**src/rtl/req_arbiter8_pkg.sv**
```systemverilog
// ---------------------------------------------------------------------------
// req_arbiter8_pkg
// Shared definitions for the 8-way round-robin request arbiter:
//   NUM_REQ          requester count (8)
//   ID_W             width of a requester index (3)
//   MAX_HOLD_DEFAULT default maximum consecutive grant cycles per owner
//   arbState_t       arbiter FSM state encoding (IDLE / GRANT)
//   oneHot()         index -> one-hot grant vector
// ---------------------------------------------------------------------------
package req_arbiter8_pkg;

   localparam int NUM_REQ          = 8;
   localparam int ID_W             = 3;
   localparam int MAX_HOLD_DEFAULT = 16;

   typedef enum logic {
      IDLE  = 1'b0,
      GRANT = 1'b1
   } arbState_t;

   function automatic logic [NUM_REQ-1:0] oneHot(input logic [ID_W-1:0] id);
      oneHot     = '0;
      oneHot[id] = 1'b1;
   endfunction

endpackage

```
**src/rtl/req_arbiter8_rr_pick.sv**
```systemverilog
// ---------------------------------------------------------------------------
// rr_pick8
// Combinational round-robin picker. Searches mask starting at (last+1) mod 8,
// ascending with wrap, and returns the first set index.
//   mask [7:0]  candidate requesters
//   last [2:0]  most recently granted index (lowest priority this round)
//   id   [2:0]  winning index, valid only when any=1
//   any         at least one bit of mask is set
// ---------------------------------------------------------------------------
module rr_pick8
   import req_arbiter8_pkg::*;
(
   input  logic [NUM_REQ-1:0] mask,
   input  logic [ID_W-1:0]    last,
   output logic [ID_W-1:0]    id,
   output logic               any
);

   logic [ID_W-1:0]      start;
   logic [ID_W-1:0]      offset;
   logic [2*NUM_REQ-1:0] doubled;
   logic [NUM_REQ-1:0]   rotated;

   // Rotate so the search start lands on bit 0; 3-bit add wraps mod 8.
   assign start   = last + 3'd1;
   assign doubled = {mask, mask} >> start;
   assign rotated = doubled[NUM_REQ-1:0];

   // Priority encode: lowest set bit of the rotated vector wins.
   always_comb begin
      offset = '0;
      for (int i = NUM_REQ - 1; i >= 0; i--) begin
         if (rotated[i]) offset = ID_W'(i);
      end
   end

   assign id  = start + offset;
   assign any = |mask;

endmodule

```
**src/rtl/req_arbiter8.sv**
```systemverilog
// ---------------------------------------------------------------------------
// req_arbiter8
// 8-requester round-robin arbiter with a per-owner hold limit.
//   iClk      clock, all state updates on the rising edge
//   iRst      synchronous active-high reset
//   iReq      level-held request vector, bit k = requester k
//   iDone     release strobe from the current owner
//   oGrant    registered one-hot grant, zero when idle
//   oGrantId  registered owner index, meaningful while oValid=1
//   oValid    high while a grant is active
//   oTimeout  one-cycle pulse after a release forced by the hold limit
// A release (iDone, owner drops its request, or hold limit) hands the grant
// straight to the next round-robin requester; with nobody else waiting the
// arbiter spends one cycle in IDLE before it may re-grant the same owner.
// ---------------------------------------------------------------------------
module req_arbiter8
   import req_arbiter8_pkg::*;
#(
   parameter int MAX_HOLD = MAX_HOLD_DEFAULT
) (
   input  logic               iClk,
   input  logic               iRst,
   input  logic [NUM_REQ-1:0] iReq,
   input  logic               iDone,
   output logic [NUM_REQ-1:0] oGrant,
   output logic [ID_W-1:0]    oGrantId,
   output logic               oValid,
   output logic               oTimeout
);

   localparam logic [7:0] HOLD_LIMIT = 8'(MAX_HOLD - 1);

   arbState_t          state, stateNext;
   logic [ID_W-1:0]    last, lastNext;
   logic [ID_W-1:0]    grantIdNext;
   logic [7:0]         holdCnt, holdCntNext;
   logic               timeoutNext;

   logic [NUM_REQ-1:0] pickMask;
   logic [ID_W-1:0]    pickId;
   logic               pickAny;
   logic               ownerReq;
   logic               holdExpired;
   logic               releaseEvt;

   // While granted, the current owner is excluded from the search so a
   // release never re-selects it in the same cycle.
   assign pickMask    = (state == GRANT) ? (iReq & ~oneHot(oGrantId)) : iReq;
   assign ownerReq    = iReq[oGrantId];
   assign holdExpired = (holdCnt == HOLD_LIMIT);
   assign releaseEvt  = iDone | ~ownerReq | holdExpired;

   rr_pick8 uPick (
      .mask (pickMask),
      .last (last),
      .id   (pickId),
      .any  (pickAny)
   );

   always_comb begin
      // NOTE: every output of this block gets a default before the case;
      // a path that leaves one unassigned would infer a latch.
      stateNext   = state;
      grantIdNext = oGrantId;
      lastNext    = last;
      holdCntNext = holdCnt;
      timeoutNext = 1'b0;

      unique case (state)
         IDLE: begin
            holdCntNext = '0;
            if (pickAny) begin
               stateNext   = GRANT;
               grantIdNext = pickId;
               lastNext    = pickId;
            end
         end
         GRANT: begin
            if (releaseEvt) begin
               // iDone takes precedence: a coincident timeout is not flagged.
               timeoutNext = holdExpired & ~iDone & ownerReq;
               holdCntNext = '0;
               if (pickAny) begin
                  grantIdNext = pickId;
                  lastNext    = pickId;
               end else begin
                  stateNext = IDLE;
               end
            end else if (holdCnt != 8'hFF) begin
               holdCntNext = holdCnt + 8'd1;
            end
         end
         default: stateNext = IDLE;
      endcase
   end

   always_ff @(posedge iClk) begin
      // NOTE: non-blocking assignments only, so every register samples the
      // pre-edge values regardless of statement order.
      if (iRst) begin
         state    <= IDLE;
         oGrant   <= '0;
         oGrantId <= '0;
         oTimeout <= 1'b0;
         holdCnt  <= '0;
         last     <= ID_W'(NUM_REQ - 1);   // index 0 wins first after reset
      end else begin
         state    <= stateNext;
         oGrant   <= (stateNext == GRANT) ? oneHot(grantIdNext) : '0;
         oGrantId <= grantIdNext;
         oTimeout <= timeoutNext;
         holdCnt  <= holdCntNext;
         last     <= lastNext;
      end
   end

   assign oValid = (state == GRANT);

endmodule

```
**config.mk**
```make
export PLATFORM = sky130hd
export DESIGN_NAME = req_arbiter8
export DESIGN_NICKNAME = d
export VERILOG_FILES = /design/src/rtl/req_arbiter8_pkg.sv /design/src/rtl/req_arbiter8_rr_pick.sv /design/src/rtl/req_arbiter8.sv
export SDC_FILE = /design/constraint.sdc
export NUM_CORES = 1
export LEC_CHECK = 0
export ABC_AREA = 0
export CORE_ASPECT_RATIO = 0.8
export CORE_MARGIN = 8
export CORE_UTILIZATION = 30
export DETAILED_ROUTE_END_ITERATION = 8
export GPL_TIMING_DRIVEN = 0
export PLACE_DENSITY_LB_ADDON = 0.1
export RECOVER_POWER = 50
export SKIP_CTS_REPAIR_TIMING = 1
export SLEW_MARGIN = 20
export SYNTH_ARGS = -nofsm -noshare
export SYNTH_HDL_FRONTEND = slang
export SYNTH_SLANG_ARGS = --single-unit
```
**constraint.sdc**
```tcl
create_clock -name iClk -period 3.6 [get_ports iClk]
set_input_delay 0.72 -clock iClk [delete_from_list [all_inputs] [get_ports iClk]]
set_output_delay 0.72 -clock iClk [all_outputs]
set_load 0.005 [all_outputs]
```
**After elaboration in Yosys (flattened, before gate mapping)**

Index checks and enable logic that the tools add are counted.

- Magnitude comparators: 4
- Bitwise gates (word level): 11
- Shift-type cells: 1
- Reductions and logical operators: 5
- Equal/unequal tests: 4
- Mux-type cells: 27
- $add $sub $neg: 3

Operators by type and width:

| cell | count |
|---|---|
| $mux 3 | 12 |
| $mux 8 | 3 |
| $pmux 8 s2 | 1 |
| $shr 16x3->8 | 1 |
| $pmux 3 s2 | 2 |
| $add 8x1->8 const B | 1 |
| $and 8x8->8 | 1 |
| $eq 8x4->1 const B | 1 |
| $lt 3x4->1 const B | 2 |
| $ne 8x8->1 const B | 1 |
| $not 8->8 | 1 |
| $reduce_or 8->1 | 1 |
| $demux 1 s3 | 2 |
| $ge 3x1->1 const B | 2 |
| $mux 1 | 5 |
| $not 1->1 | 5 |
| $add 3x1->3 const B | 1 |
| $add 3x3->3 | 1 |
| $bmux 1 s3 | 1 |
| $ne 3x1->1 const B | 1 |
| $reduce_or 3->1 | 1 |
| $and 1x1->1 | 2 |
| $logic_and 1x1->1 | 2 |
| $ne 2x1->1 const B | 1 |
| other kinds (3) | 4 |

- Register bits: 24

**Logic depth before layout (Yosys ltp)**

Gate-level depths: netlist (run 1).

- Depth in word-level cells: 24
- Depth in mapped cells: 18
- Mapped depth without buffers: 16

**Hierarchy**

Synthesis (run 1) repeated with hierarchy kept, for this count alone.

- Cell total of the unflattened synthesis: 184
- Area, all modules: 1705.4 µm²

By module, submodules not included:

| module | area an instance (µm²) | instances | sequential area each (µm²) | cells each |
|---|---|---|---|---|
| req_arbiter8 | 1226.2 | 1 | 480.5 | 141 |
| rr_pick8 | 479.2 | 1 | 0.0 | 43 |

**Least setup slack after synthesis (run 1)**

No wires, ideal clock.

- Path kind: register -> register
- Start point: reg last[0]
- End point: reg last[2]
- Slack: 0.103 ns
- Period minus slack after synthesis: 3.497 ns
- Arrival time: 3.435 ns
- Data required time: 3.538 ns
- Stages on the path, launching flop included: 16
- Cell sequence: dfxtp_1 > ha_1 > xnor2_2 > a41oi_1 > or2_2 > a222oi_1 > a21oi_1 > a21oi_1 > o221ai_1 > ha_1 > inv_1 > fa_1 > xnor2_1 > a31oi_1 > or4_1 > nand3_1

- Word-level cells in the longest chain between the ends: 14

RTL lines:

| element | line | RTL |
|---|---|---|
| from (decl) | req_arbiter8.sv:34 | `logic [ID_W-1:0] last, lastNext;` |
| from (signal assigned) | req_arbiter8.sv:106 | `last <= ID_W'(NUM_REQ - 1);` |
| from (signal assigned) | req_arbiter8.sv:113 | `last <= lastNext;` |
| $add 3x1->3 (*) | req_arbiter8_rr_pick.sv:25 | `assign start = last + 3'd1;` |
| $shr 16x3->8 | req_arbiter8_rr_pick.sv:26 | `assign doubled = {mask, mask} >> start;` |
| $mux 3 (8 in series) | req_arbiter8_rr_pick.sv:33 | `if (rotated[i]) offset = ID_W'(i);` |
| $add 3x3->3 (*) | req_arbiter8_rr_pick.sv:37 | `assign id = start + offset;` |
| $mux 3 (*) | req_arbiter8.sv:72, req_arbiter8.sv:83 |  |
| $mux 3 | req_arbiter8.sv:79 | `if (releaseEvt) begin` |
| $pmux 3 s2 (*) | req_arbiter8.sv:69 | `unique case (state)` |

Every way passes the cells marked *; elsewhere a longest branch is shown, timed or not. The select of a mux whose other input is x is not followed.
A chain may end at the register's enable or synchronous reset.

**Worst setup path in the final report (run 1)**

- Start point: reg last[0]
- End point: reg oGrant[4]

- Word-level cells in the longest chain between the ends: 18
- Elaborated cells on any way between the ends: 19
- Classes of those cells: add/sub: 2; order compare: 2; shift: 1; mux: 13; reduce/logical: 1

RTL lines:

| element | line | RTL |
|---|---|---|
| $add 3x1->3 (*) | req_arbiter8_rr_pick.sv:25 |  |
| $shr 16x3->8 | req_arbiter8_rr_pick.sv:26 |  |
| $mux 3 (8 in series) | req_arbiter8_rr_pick.sv:33 |  |
| $add 3x3->3 (*) | req_arbiter8_rr_pick.sv:37 |  |
| $mux 3 (*) | req_arbiter8.sv:72, req_arbiter8.sv:83 |  |
| $mux 3 | req_arbiter8.sv:79 |  |
| $pmux 3 s2 (*) | req_arbiter8.sv:69 |  |
| $lt 3x4->1 (not written as such) or $ge 3x1->1 (tied branches) | req_arbiter8_pkg.sv:23 | `oneHot[id] = 1'b1;` |
| $logic_and 1x1->1 (not written as such) | req_arbiter8_pkg.sv:23 |  |
| $mux 1 (not written as such) | req_arbiter8_pkg.sv:23 |  |
| $demux 1 s3 (*) | req_arbiter8_pkg.sv:23 |  |
| to (signal assigned) | req_arbiter8.sv:109 | `oGrant <= (stateNext == GRANT) ? oneHot(grantIdNext) : '0;` |
| to (decl) | req_arbiter8.sv:25 | `output logic [NUM_REQ-1:0] oGrant,` |

Every way passes the cells marked *; elsewhere a longest branch is shown, timed or not.

==> results of run 1 <==
## worst max-delay path by stage
stage,from,to,slack [ns],cells after the start
floorplan,last[0]$_SDFFE_PP1P_,last[2]$_SDFFE_PP1P_,0.10,15
global placement,iReq[6],oGrantId[2]$_SDFF_PP0_,-0.81,16
detailed placement,iReq[6],oGrantId[2]$_SDFF_PP0_,-0.76,16
CTS,last[0]$_SDFFE_PP1P_,oGrant[4]$_SDFF_PP0_,-0.54,16
global route,last[0]$_SDFFE_PP1P_,last[2]$_SDFFE_PP1P_,-0.09,16
finish,last[0]$_SDFFE_PP1P_,oGrant[4]$_SDFF_PP0_,0.09,16
## per-layer routing
| metal | routed length (um) | vias up |
|---|---|---|
| met1 | 3316 | 1008 |
| met2 | 2703 | 40 |
| met4 | 7 | 0 |
| li1 | - | 1037 |
| met5 | 0 | - |
| met3 | 355 | 2 |
## synthesized netlist by cell type, drive strengths merged (6+ instances only)
| cell | instances |
|---|---|
| nand2 | 15 |
| buf | 10 |
| nand3 | 12 |
| nor3 | 8 |
| a21oi | 12 |
| nor2 | 26 |
| nor3b | 7 |
| dfxtp | 24 |
| inv | 6 |
| o21ai | 11 |
| and3 | 6 |
| mux2i | 7 |
## power by group through the flow
| stage | logic [uW] | registers, uW | clock network [uW] |
|---|---|---|---|
| 6_report | 2550 | 374 | 153 |
| 4_1_cts | 1870 | 364 | 161 |
| 3_3_place_gp | 1880 | 369 | 0 |
| 5_1_grt | 2780 | 382 | 177 |
| 3_5_place_dp | 1860 | 370 | 0 |
| 2_1_floorplan | 1430 | 359 | 0 |
## tightest hold or removal path, stage by stage (launching register included)
cell and delay (ns):
sky130_fd_sc_hd__dfxtp_1 0.32, sky130_fd_sc_hd__nor2_1 0.10, sky130_fd_sc_hd__a211oi_1 0.05
## flip-flops by register name, summed over array words and instances, names as in the netlist
| register | flops |
|---|---|
| holdCnt | 8 |
| oGrant | 8 |
| last | 3 |
| oGrantId | 3 |
| oTimeout | 1 |
| oValid | 1 |
## per-stage QoR
stage	std cells	setup slack (ns)	cell area, um2
6_report	369	0.09075	2816
5_1_grt	369	-0.08501	2816
4_1_cts	355	-0.5420	2407
3_5_place_dp	352	-0.7572	2366
3_3_place_gp	352	-0.8123	2366
2_1_floorplan	245	0.1030	2031
## kinds of logic after synthesis
group | share of synthesized area
xor gates and xnor gates | 0.03389
and+or+nand+nor | 0.3081
adders and majority gates | 0.02834
DFF | 0.2366
muxes | 0.09365
AOI/OAI and AO/OA | 0.2422
buffers and inverters | 0.05730
## layout make-up
type,instances,area [um2],share of cell area
multi-input cells,200,1667,0.5917
flip-flops and latches,24,494.2,0.1755
repair buffers,37,365.4,0.1297
plain buffers,15,117.6,0.04176
well taps,84,105.1,0.03732
clock buffers,3,41.29,0.01466
inverters,6,26.28,0.009329
==> reports/results.md, run 1 <==
| Step | Metric | Reported |
|:---|:---|:---|
| route | Drt wl/cell | 17.30 um |
| floorplanning | Core Box Area | 6474 um2 |
| final layout | Final standard cell utilization of the core | 0.4351 |
| setup path | Type of element launching the critical path | flop |
| setup path | Critical Path Slowest Stage Cell | sky130_fd_sc_hd__fa_2 |
| worst hold path | Type of the worst min-delay path | reg2reg |
| yosys | Mean cell area of the mapped netlist | 8.289 um2 |
| run status | Result of the run | finished clean |
| setup path | Register-to-register setup slack | 0.09 ns |
| floorplanning | Starting utilization of the core area | 0.3137 |
| global routing | Total global routing overflow | 0 |
| floorplanning | Area of the die | 9674 um2 |
| flow run | Max_cap viols | 0 |
| floorplanning | Die width | 108.0 um |
| worst hold path | Terminating pin of the worst hold path | holdCnt[3]$_SDFFE_PP0P_ |
| timing | Number of pins exceeding their max-slew limit in the final report | 0 |
| final layout | Commonest non-fill, non-tap cells in the layout | 26 x sky130_fd_sc_hd__nor2_1, 19 x sky130_fd_sc_hd__dfxtp_1, 17 x sky130_fd_sc_hd__buf_4, 15 x sky130_fd_sc_hd__nand2_1, 12 x sky130_fd_sc_hd__nand3_1 |
| worst hold path | Critical hold path startpoint | holdCnt[3]$_SDFFE_PP0P_ |
| cts | Clock tree from TritonCTS | yes |
| route | First-pass DRT Iterations | 4 |
| route | Post-detailed-route count of antenna-violating nets | 0 |
| setup path | Largest stage delay, worst path | 0.37 ns |
| yosys | Synth top area share | 0.2366 |
| setup path | Total buffers and inverters traversed by the critical path | 5 |
| worst hold path | Min-Delay Path Depth | 2 |
| cts | CTS buffer count | 3 |
| final layout | Fraction of final layout cells with drive strength greater than 1 | 0.2982 |
| timing | Achievable clock frequency | 0.2850 GHz |
| floorplanning | Standard-cell rows | 26 |
| timing | Post-route clock period utilization | 0.9748 |
| timing | Slew @ Worst Pin | 0.6510 ns |
| global routing | Gr busiest metal | met2 |
| global routing | GR met1 Demand/Resource | 0.1848 |
| timing | Number of hold violations in the final report | 0 |
| cts | H-Tree Level Count | 1 |
| place | Detailed-placement wirelength estimate | 4567 um |
| final layout | # diodes | 0 |
| timing | Final critical delay including setup and external delays | 3.509 ns |
| final layout | Total number of nets in the final design | 302 |
| final layout | Layout overhead on the synthesized area | 38.69% |
| global routing | Wire length of the first global-routing pass | 9942 um |
| final layout | Fill cells | 648 |
| global routing | GR Util met2 | 0.1930 |
| global routing | Number of antenna violations at the first check in global routing | 0 |
| pwr | PD cells | 1094 nW/um2 |
| route | Starting DRT DRC Count | 135 |
| setup path | Data required time of the critical path | 3.80 ns |
| pwr | Clock group share of total power | 0.050 |
| global routing | Largest net degree at the start of global routing | 13 |
| timing | Post-Route Setup TNS | 0 ns |
| pwr | Fraction of power consumed by combinational cells | 0.829 |
| route | DR vias/cell | 5.656 |
| yosys | Top cells by area in the synthesized netlist | sky130_fd_sc_hd__dfxtp_1 24%, sky130_fd_sc_hd__nor2_1 4.8%, sky130_fd_sc_hd__mux2i_1 3.5% |
| timing | Final worst hold slack | 0.5168 ns |
| yosys | Sequential-to-total area share from yosys stat | 0.2366 |
| pwr | Switching Share | 0.4795 |
| place | RePlAce Congestion | 0.8416 |
| yosys | Number of standard cells after synthesis | 245 |
| route | DRC violations left | 0 |
| global routing | Global router's overall resource usage | 0.1278 |
| setup path | Critical Setup Path Class | reg2reg |
| timing | Unrepaired setup endpoints after global routing | true |
| place | Input/output buffers | 23 |
| pwr | Power Internal | 1603 uW |
| timing | Final-report setup violation count | 0 |
| pwr | Switch Pwr | 1477 uW |
| setup path | Cells traversed along the worst timing path | ha_4 > buf_12 > buf_6 > clkinvlp_4 > a32oi_4 > a311oi_2 > a21oi_2 > o31ai_2 > o221ai_2 > ha_2 > inv_2 > fa_2 > buf_4 > a2111o_1 > and3_4 > nor2_1 |
| cts | Maximum clock insertion buffer count | 2 |
| yosys | Share of synthesized flip-flops with an asynchronous set or reset | 0 |
| yosys | Number of enable-type register cells in the synthesized netlist | 0 |
| cts | Clock root buffer | sky130_fd_sc_hd__clkbuf_8 |
| cts | Clock input transition at the sequential cells of the worst setup and hold paths | 0.08 ns |
| route | Post-Route WL | 6382 um |
| yosys | Yosys Warn Count | 0 |
| floorplanning | I/O pin total | 24 |
| yosys | Library cell with the largest summed area after synthesis | sky130_fd_sc_hd__dfxtp_1 |
| final layout | Most common cell after layout, fill and taps aside | sky130_fd_sc_hd__nor2_1 |
| yosys | Number of flip-flops and latches in the synthesized netlist | 24 |
| floorplanning | Height of the chip | 89.59 um |
| setup path | Maximum fanout encountered on the critical timing path | 10 |
| yosys | Post-Syn Nets | 260 |
| setup path | Type of destination of the critical path | flop |
| cts | Clock Sinks | 24 |
| setup path | Depth of the worst register-to-register path | 16 |
| timing | Headroom to the max-slew limit | 0.5660 |
| yosys | Predominant post-synthesis flop cell | sky130_fd_sc_hd__dfxtp_1 |
| setup path | Family with the most delay on the worst path | compound AO/OA/AOI/OAI gates |
| pwr | Peak supply drop | 437.2 uV |
| yosys | Cell area after technology mapping | 2031 um2 |
| setup path | Worst endpoint data arrival time | 3.71 ns |
| yosys | Netlist cell types | 67 |
| global routing | Number of global-route vias before repair | 1905 |
| setup path | Worst R2R End | oGrant[4]$_SDFF_PP0_ |
| pwr | Leakage | 0.001096 uW |
| setup path | Launch point of the worst reg-to-reg path | last[0]$_SDFFE_PP1P_ |
| route | Via count | 2087 |
| global routing | Met3 Usage GRT | 0.03138 |
| cts | Worst-Skew Late Latency | 0.26 ns |
| pwr | Relative contribution of sequential cells to total power | 0.122 |
| pwr | Post-route total power | 3080 uW |
| timing | Clock Skews | 0.007607 ns |
Power figures use the tool's default switching activity.
==> run 2: changes to the inputs <==
CTS_CLUSTER_DIAMETER = 60   (was unset)
clock period = 3.5 ns   (was 3.6 ns; I/O delays follow)
==> reports/results.md, run 2 (same netlist as run 1, synthesis figures left out) <==
| Step | Metric | Reported |
|:---|:---|:---|
| run status | Result of the run | finished with violations |
| run status | Violations in the final reports | setup timing |
| setup path | Cells traversed along the worst timing path | ha_4 > buf_12 > buf_8 > clkinvlp_4 > a32oi_4 > a311oi_2 > a21oi_2 > o31ai_2 > o221ai_2 > ha_2 > inv_2 > fa_2 > buf_4 > a2111o_1 > and3_4 > nor2_1 |
| pwr | Peak supply drop | 470.5 uV |
| cts | Worst-Skew Late Latency | 0.26 ns |
| floorplanning | Height of the chip | 89.59 um |
| final layout | Post-route insts no fill | 371 |
| global routing | Number of antenna violations at the first check in global routing | 0 |
| cts | Clock root buffer | sky130_fd_sc_hd__clkbuf_8 |
| setup path | Launch point of the worst reg-to-reg path | last[0]$_SDFFE_PP1P_ |
| route | Via count | 2111 |
| route | Drt wl/cell | 17.31 um |
| flow run | Max_cap viols | 0 |
| timing | Post-route clock period utilization | 1.006 |
| setup path | Depth of the worst register-to-register path | 16 |
| cts | Clock input transition at the sequential cells of the worst setup and hold paths | 0.08 ns |
| pwr | Post-route total power | 3291 uW |
| setup path | Type of element launching the critical path | flop |
| timing | Slew @ Worst Pin | 0.6660 ns |
| place | Placed Cells incl. Taps | 352 |
| setup path | Register-to-register setup slack | -0.02 ns |
| worst hold path | Type of the worst min-delay path | reg2reg |
| timing | Clock Skews | 0.007439 ns |
| timing | Number of hold violations in the final report | 0 |
| timing | Headroom to the max-slew limit | 0.5560 |
| route | Starting DRT DRC Count | 161 |
| route | Post-detailed-route count of antenna-violating nets | 0 |
| setup path | Worst R2R End | oGrant[4]$_SDFF_PP0_ |
| pwr | PD cells | 1148 nW/um2 |
| final layout | Layout overhead on the synthesized area | 41.16% |
| setup path | Worst endpoint data arrival time | 3.72 ns |
| global routing | Wire length of the first global-routing pass | 9942 um |
| final layout | Commonest non-fill, non-tap cells in the layout | 25 x sky130_fd_sc_hd__nor2_1, 19 x sky130_fd_sc_hd__buf_4, 19 x sky130_fd_sc_hd__dfxtp_1, 15 x sky130_fd_sc_hd__nand2_1, 11 x sky130_fd_sc_hd__nand3_1 |
| setup path | Critical Path Slowest Stage Cell | sky130_fd_sc_hd__a32oi_4 |
| floorplanning | Core Box Area | 6474 um2 |
| floorplanning | Starting utilization of the core area | 0.3137 |
| timing | Final critical delay including setup and external delays | 3.521 ns |
| setup path | Data required time of the critical path | 3.69 ns |
| final layout | Fill cells | 637 |
| final layout | Total number of nets in the final design | 304 |
| cts | CTS buffer count | 3 |
| cts | Clock tree from TritonCTS | yes |
| setup path | Source of the critical timing path | last[0]$_SDFFE_PP1P_ |
| timing | Achievable clock frequency | 0.2840 GHz |
| setup path | Maximum fanout encountered on the critical timing path | 8 |
| worst hold path | Critical hold path startpoint | holdCnt[3]$_SDFFE_PP0P_ |
| setup path | Setup crit end | oGrant[4]$_SDFF_PP0_ |
| floorplanning | Area of the die | 9674 um2 |
| timing | Final-report setup violation count | 4 |
| timing | Unrepaired setup endpoints after global routing | true |
| global routing | Global router's overall resource usage | 0.1278 |
| timing | PnR worst setup slack | -0.02124 ns |
| route | DRC violations left | 0 |
| pwr | Leakage | 0.001115 uW |
| place | RePlAce Congestion | 0.8416 |
| setup path | Type of destination of the critical path | flop |
| setup path | Logic depth of the worst setup path including buffers | 16 |
| setup path | Family with the most delay on the worst path | compound AO/OA/AOI/OAI gates |
| route | DR vias/cell | 5.690 |
| setup path | Total buffers and inverters traversed by the critical path | 5 |
| final layout | # diodes | 0 |
| global routing | Number of global-route vias before repair | 1905 |
| setup path | Largest stage delay, worst path | 0.37 ns |
| final layout | Combined area of the multi-input logic cells | 1698 um2 |
| floorplanning | Standard-cell rows | 26 |
| setup path | Critical Setup Path Class | reg2reg |
| route | Post-Route WL | 6421 um |
| floorplanning | Die width | 108.0 um |
| final layout | Area occupied by registers | 494.2 um2 |
| cts | Maximum clock insertion buffer count | 2 |
| place | Input/output buffers | 23 |
| route | First-pass DRT Iterations | 4 |
| timing | Number of pins exceeding their max-slew limit in the final report | 0 |
| final layout | Final standard cell utilization of the core | 0.4428 |
| floorplanning | I/O pin total | 24 |
| cts | H-Tree Level Count | 1 |
| timing | Final worst hold slack | 0.5167 ns |
| final layout | Fraction of final layout cells with drive strength greater than 1 | 0.3240 |
| global routing | Total global routing overflow | 0 |
| global routing | Largest net degree at the start of global routing | 13 |
| final layout | Biggest registers after layout | holdCnt: 8 flops, oGrant: 8 flops |
| cts | Clock Sinks | 24 |
| place | Detailed-placement wirelength estimate | 4567 um |
| final layout | Most common cell after layout, fill and taps aside | sky130_fd_sc_hd__nor2_1 |
-- run 2: cell types whose count changed in the layout (fill, tap and decap cells not counted), sizes merged --
cell | before | now
buf | 22 | 24
-- run 2: stage by stage --
step	worst slack, ns	cell area [um2]	setup TNS [ns]
finish	-0.02124	2867	-0.04230
global route	-0.1885	2867	-1.227
CTS	-0.6420	2407	-6.595
detailed placement	-0.8372	2366	-9.178
global placement	-0.8923	2366	-9.764
floorplan	0.002968	2031	0
-- run 2: layout make-up --
type | count | share of cell area
Multi-Input combinational cell | 200 | 0.5923
Sequential cell | 24 | 0.1724
Timing Repair Buffer | 39 | 0.1327
Buffer | 15 | 0.04234
Tap cell | 84 | 0.03667
Clock buffer | 3 | 0.01440
Inverter | 6 | 0.009166
-- run 2: how the worst min path moves through the flow --
| stage | endpoint | slack, ns | cells after the start |
|---|---|---|---|
| 2_1_floorplan | last[1]$_SDFFE_PP1P_ | 0.44 | 2 |
| 3_3_place_gp | last[1]$_SDFFE_PP1P_ | 0.48 | 2 |
| 3_5_place_dp | last[1]$_SDFFE_PP1P_ | 0.49 | 2 |
| 4_1_cts | last[1]$_SDFFE_PP1P_ | 0.51 | 2 |
| 5_1_grt | last[1]$_SDFFE_PP1P_ | 0.54 | 2 |
| 6_report | holdCnt[3]$_SDFFE_PP0P_ | 0.52 | 2 |
-- run 2: tightest hold or removal path, stage by stage, from the launching register on --
cell and delay (ns):
sky130_fd_sc_hd__dfxtp_1 0.32, sky130_fd_sc_hd__nor2_1 0.10, sky130_fd_sc_hd__a211oi_1 0.05
-- run 2: power breakdown --
group | switching [uW] | total, uW | internal [uW]
clock network | 79.6 | 156 | 76.8
registers | 49.7 | 385 | 335
logic | 1450 | 2750 | 1300
total | 1580 | 3290 | 1720
-- run 2: metal layers --
metal,GRT usage,vias to the layer above,share of wire
met5,0,-,0
met4,0.007538,0,0.0011
met3,0.03138,2,0.054
met2,0.1930,37,0.43
met1,0.1848,1030,0.51
li1,-,1042,-
==> patch 1: new RTL, settings of run 2 <==
Set the package constant `MAX_HOLD_DEFAULT` to 15 (it was 16).
--- a/src/rtl/req_arbiter8_pkg.sv
+++ b/src/rtl/req_arbiter8_pkg.sv
@@ -11,7 +11,7 @@
 
    localparam int NUM_REQ          = 8;
    localparam int ID_W             = 3;
-   localparam int MAX_HOLD_DEFAULT = 16;
+   localparam int MAX_HOLD_DEFAULT = 15;
 
    typedef enum logic {
       IDLE  = 1'b0,
Behaviour: same outputs for any inputs over 10 cycles, from zero or initial values and one cycle with iRst high; that may be too few to reach the edited logic, so the function may still have changed.
==> patch 1 against run 2 <==
  * The flow still finishes with violations (negative setup slack)
  * Design area fell by 5.3%
  * Worst setup slack got worse by 0.086 ns
  * Sequential cell count did not move
  * Count of clock-buffer cells in the layout rose by 1
  * Wire length fell by 11%
  * Via count fell by 9.6%
  * Power fell by 5.2%
  * Combinational power fell by 8.0%
  * Synthesized area fell by 3.9%
==> patch 1: results (changes against run 2) <==
| Metric | Value |
|---|---|
| Nets | `293 (was 304)` |
| N_diodes | `0 (unchanged)` |
| Dpl hpwl | `3.86 mm (was 4.57 mm)` |
| Worst Path Max Fanout | `7 (was 8)` |
| Vias in the first global route | `1647 (was 1905)` |
| YS warnings | `0 (unchanged)` |
| Worst VDD drop | `0.499 mV (was 0.471 mV)` |
| CP max stage cell | `or4b_1 (was a32oi_4)` |
| Post-Synth Adder-Cell Area | `4.17% (was 2.83%)` |
| P_leak | `1.07 nW (was 1.12 nW)` |
| Initial DRC Count | `61 (was 161)` |
| Top Registers | `holdCnt: 8 flops, oGrant: 8 flops (unchanged)` |
| Final GP Congestion | `0.787 (was 0.842)` |
| Root Buffer | `clkbuf_8 (unchanged)` |
| All-Layer GR Usage | `11.2% (was 12.8%)` |
| Setup Skew | `0.00399 ns (was 0.00744 ns)` |
| Final setup vio count | `1 (was 4)` |
| Largest net degree at the start of global routing | `14 (was 13)` |
| Synth cell count leaders | `25 x nor2_1, 24 x dfxtp_1, 20 x nand2_1 (was 26 x nor2_1, 24 x dfxtp_1, 15 x nand2_1)` |
| Main synth FF type | `dfxtp_1 (unchanged)` |
| Final WS setup | `-0.107 ns (was -0.0212 ns)` |
| Clock buffer depth | `2 (unchanged)` |
| Clock Latency Late Sink | `roughly 0.27 ns` |
| CTS buffer count | `3 (unchanged)` |
| DR vias | `1908 (was 2111)` |
| First-pass GRT wire length | `8.64 mm (was 9.94 mm)` |
| Post-synth ARST share | `0% (unchanged)` |
| Mux cell area share after synthesis | `8.60% (was 9.37%)` |
| Worst Tran Pin Value | `0.798 ns (was 0.666 ns)` |
| Initial antenna violation count | `0 (unchanged)` |
| HP Class | `reg2reg (unchanged)` |
| Synth Net Count | `249 (was 260)` |
| Critical path data arrival time | `3.76 ns (was 3.72 ns)` |
| Xor/xnor cell area share of the yosys netlist | `3.53% (was 3.39%)` |
| Drt pass-1 iters | `4 (unchanged)` |
| CTS H-tree lvls | `1 (unchanged)` |
| Sequential fraction of the synthesis area | `24.6% (was 23.7%)` |
| Violated checks | `negative setup slack (unchanged)` |
| DR WL/cell | `15.8 um (was 17.3 um)` |
| Top post-synthesis cells by area | `dfxtp_1 25%, a211oi_1 5.4%, mux2i_1 5.1% (was dfxtp_1 24%, nor2_1 4.8%, mux2i_1 3.5%)` |
| Distinct cells, synth | `65 (was 67)` |
| Buffers on Ports | `22 (was 23)` |
| Compound-Gate Fraction of Synth Area | `27.0% (was 24.2%)` |
| Status | `finished, violations left (unchanged)` |
| Share of post-route cells with drive strength above 1 | `28.3% (was 32.4%)` |
| Clk slew on worst S/H paths | `about 0.09 ns` |
| Pre-CTS setup slack | `-0.748 ns (was -0.837 ns)` |
| FILL cells | `646 (was 637)` |
| CP max stage delay | `0.55 ns (was 0.37 ns)` |
## patch 1: cell types whose count changed in the layout (fill, tap and decap cells not counted), sizes merged, moves of 4 or more
cell    delta
a21o       -4
nand2      +5
nor3       -6
a211oi    +10
nand3      -5
## patch 1: final cells by class
| cell class | count | area (um2) | area share, % |
|---|---|---|---|
| multi-input combinational | 190 | 1560 | 57.3 |
| sequential | 24 | 492 | 18.1 |
| timing repair buffer | 40 | 375 | 13.8 |
| buffer | 12 | 110 | 4.06 |
| tap | 84 | 105 | 3.87 |
| clock buffer | 4 | 55.1 | 2.03 |
| inverter | 6 | 22.5 | 0.829 |
## patch 1: power by group
group          leakage [nW]  total [W]  internal [W]  switching [W]
clock                0.0288   0.000193      0.000101      0.0000928
sequential            0.197   0.000398      0.000338      0.0000599
combinational         0.840    0.00253       0.00125        0.00128
total                  1.07    0.00312       0.00169        0.00143
## patch 1: cells by family after synthesis
kind of cell / after synthesis
and+or+nand+nor: 94
muxes: 15
DFF: 24
buffers and inverters: 19
xor gates and xnor gates: 7
AOI/OAI and AO/OA: 68
adders and majority gates: 6
## patch 1: metrics by stage
stage / utilization (%) / hold slack, ns / setup TNS, ns / instances / cell area [um2]
4_1_cts: 36.8 / 0.494 / -4.03 / 343 / 2330
3_3_place_gp: 35.9 / 0.466 / -6.26 / 339 / 2280
2_1_floorplan: - / 0.440 / 0 / 233 / 1950
5_1_grt: 42.8 / 0.556 / -1.02 / 360 / 2720
6_report: 42.8 / 0.527 / -0.107 / 360 / 2720
3_5_place_dp: 35.9 / 0.473 / -5.95 / 339 / 2280
## patch 1: final timing paths
check	startpoint	end	slack [ns]	cells after the start
max	oGrantId[2]$_SDFF_PP0_	last[2]$_SDFFE_PP1P_	-0.11	12
min reg2reg	holdCnt[7]$_SDFFE_PP0P_	holdCnt[7]$_SDFFE_PP0P_	0.53	2
max reg2reg	oGrantId[2]$_SDFF_PP0_	last[2]$_SDFFE_PP1P_	-0.11	12
min	holdCnt[7]$_SDFFE_PP0P_	holdCnt[7]$_SDFFE_PP0P_	0.53	2
## patch 1: routing by layer
layer | track usage, % | part of all wire [%] | wire length [um] | vias up
li1 | - | - | - | 976
met1 | 16.6 | 53 | 3020 | 894
met2 | 16.5 | 43 | 2470 | 36
met3 | 2.65 | 3.5 | 198 | 2
met4 | 0.764 | 0.25 | 14 | 0
met5 | 0 | 0 | 0 | -
## patch 1: worst max-delay path, delay by kind of cell, from the launching register on
family                   cells  cell delay [ns]
adder cells (fa/ha/maj)      1             0.41
AND/OR/NAND/NOR              2             1.06
flip-flops                   1             0.37
buffers and inverters        1             0.12
AO/OA/AOI/OAI                8             1.52
==> patch 2: new RTL, flow settings as in run 2 <==
Made on the original files. The output `oTimeout` loses its register stage (`oTimeout` becomes a continuous assignment). Comments in the files are not updated.
--- a/src/rtl/req_arbiter8.sv
+++ b/src/rtl/req_arbiter8.sv
@@ -101,19 +101,19 @@
          state    <= IDLE;
          oGrant   <= '0;
          oGrantId <= '0;
-         oTimeout <= 1'b0;
          holdCnt  <= '0;
          last     <= ID_W'(NUM_REQ - 1);   // index 0 wins first after reset
       end else begin
          state    <= stateNext;
          oGrant   <= (stateNext == GRANT) ? oneHot(grantIdNext) : '0;
          oGrantId <= grantIdNext;
-         oTimeout <= timeoutNext;
          holdCnt  <= holdCntNext;
          last     <= lastNext;
       end
    end
 
+   assign oTimeout = timeoutNext;
+
    assign oValid = (state == GRANT);
 
 endmodule
Check against the original RTL: no difference found for any inputs over 10 cycles, from zero or initial values and one cycle with iRst high; that may be too few to reach the edited logic, so the function may still have changed.
==> patch 2 against run 2 <==
  * Largest cell class unchanged
  * Synthesized area grew 0.12%
  * Worst hold slack lost 0.019 ns
  * Synthesized cell count shrank 1.2%
  * The run still ends with negative setup slack left
  * Sequential cell count shrank 1
  * Wire length shrank 6.6%
  * Critical path type unchanged
  * Power shrank 11%
  * Worst setup slack lost 0.037 ns
  * Design area shrank 3.1%
==> patch 2: results (changes against run 2) <==
| Metric | Value |
|---|---|
| Top Registers | `holdCnt: 8 flops, oGrant: 8 flops (unchanged)` |
| P_leak | `1.12 nW (about the same)` |
| Synth cell count leaders | `28 x nor2_1, 23 x dfxtp_1, 17 x nand2_1 (was 26 x nor2_1, 24 x dfxtp_1, 15 x nand2_1)` |
| Final GP Congestion | `0.837 (was 0.842)` |
| First-pass GRT wire length | `9.24 mm (was 9.94 mm)` |
| FF-to-FF path depth | `15 (was 16)` |
| Worst r2r dst | `last[2]$_SDFFE_PP1P_ (was oGrant[4]$_SDFF_PP0_)` |
| M3 GR Usage | `2.92% (was 3.14%)` |
| Violated checks | `negative setup slack (unchanged)` |
| Status | `finished, violations left (unchanged)` |
| Xor/xnor cell area share of the yosys netlist | `3.02% (was 3.39%)` |
| Placed Cells | `352 (unchanged)` |
| Distinct cells, synth | `65 (was 67)` |
| M1 wire length | `3.08 mm (was 3.29 mm)` |
| Worst Path Max Fanout | `10 (was 8)` |
| Sequential fraction of the synthesis area | `22.6% (was 23.7%)` |
| Syn avg cell area | `8.40 um2 (was 8.29 um2)` |
| Pre-CTS setup slack | `-0.721 ns (was -0.837 ns)` |
| Worst VDD drop | `0.342 mV (was 0.471 mV)` |
| FILL cells | `688 (was 637)` |
| Met2 WL | `2.63 mm (was 2.78 mm)` |
| Worst reg2reg path startpoint | `last[1]$_SDFFE_PP1P_ (was last[0]$_SDFFE_PP1P_)` |
| Nets | `297 (was 304)` |
| Final WS setup | `-0.0579 ns (was -0.0212 ns)` |
| Top post-synthesis cells by area | `dfxtp_1 23%, nor2_1 5.2%, mux4_2 4.4% (was dfxtp_1 24%, nor2_1 4.8%, mux2i_1 3.5%)` |
| Setup TNS | `-0.0579 ns (was -0.0423 ns)` |
| DR WL/cell | `16.3 um (was 17.3 um)` |
| M1 GR Usage | `16.8% (was 18.5%)` |
| Share of post-route cells with drive strength above 1 | `27.8% (was 32.4%)` |
| Final setup vio count | `1 (was 4)` |
| Wire length on met3 | `288 um (was 345 um)` |
| CP max stage delay | `0.45 ns (was 0.37 ns)` |
| DR vias | `1977 (was 2111)` |
| Mux cell area share after synthesis | `9.72% (was 9.37%)` |
| Compound-Gate Fraction of Synth Area | `24.3% (was 24.2%)` |
| Initial DRC Count | `98 (was 161)` |
| CP max stage cell | `or3b_4 (was a32oi_4)` |
| M2 GR Usage | `18.4% (was 19.3%)` |
| Vias in the first global route | `1782 (was 1905)` |
| All-Layer GR Usage | `11.9% (was 12.8%)` |
| Setup Skew | `0.00835 ns (was 0.00744 ns)` |
| Post-Synth Adder-Cell Area | `2.83% (about the same)` |
| Largest net degree at the start of global routing | `14 (was 13)` |
| Dpl hpwl | `4.29 mm (was 4.57 mm)` |
| Vias per Instance | `5.37 (was 5.69)` |
| Drt pass-1 iters | `4 (unchanged)` |
| Placed instance area | `0.00240 mm2 (was 0.00237 mm2)` |
| Relative slew margins | `60.7% (was 55.6%)` |
## patch 2: cell types whose count changed after synthesis, moves of 3 or more
| cell | before | now |
|---|---|---|
| or3_1 | 0 | 3 |
| mux4_2 | 1 | 4 |
| o21ai_0 | 11 | 16 |
| a21o_1 | 5 | 1 |
| nor3b_1 | 6 | 2 |
| nand4_1 | 4 | 1 |
| or4_1 | 3 | 0 |
| a21oi_1 | 12 | 5 |
| mux2i_1 | 7 | 4 |
## patch 2: report_power, final
part / leakage [nW] / switching [W] / total, W / internal (W)
clock: 0.0255 / 0.0000850 / 0.000164 / 0.0000795
sequential: 0.189 / 0.0000407 / 0.000363 / 0.000323
combinational: 0.903 / 0.00129 / 0.00241 / 0.00112
## patch 2: worst min-delay path by stage
stage / start / end / slack, ns / cells after the start
after floorplan: holdCnt[3]$_SDFFE_PP0P_ / holdCnt[3]$_SDFFE_PP0P_ / 0.45 / 1
after global placement: holdCnt[3]$_SDFFE_PP0P_ / holdCnt[3]$_SDFFE_PP0P_ / 0.49 / 1
after detailed placement: holdCnt[3]$_SDFFE_PP0P_ / holdCnt[3]$_SDFFE_PP0P_ / 0.48 / 1
after CTS: holdCnt[3]$_SDFFE_PP0P_ / holdCnt[3]$_SDFFE_PP0P_ / 0.50 / 1
after global routing: last[1]$_SDFFE_PP1P_ / last[1]$_SDFFE_PP1P_ / 0.54 / 1
final: holdCnt[3]$_SDFFE_PP0P_ / holdCnt[3]$_SDFFE_PP0P_ / 0.50 / 1
## patch 2: final cells by class
type	instances	area, um2	share of cell area (%)
inverter	7	26.3	0.946
timing repair buffer	35	344	12.4
tap	87	109	3.92
buffer	15	145	5.23
multi-input combinational	197	1630	58.8
clock inverter	1	5.00	0.180
clock buffer	3	41.3	1.49
sequential	23	474	17.1
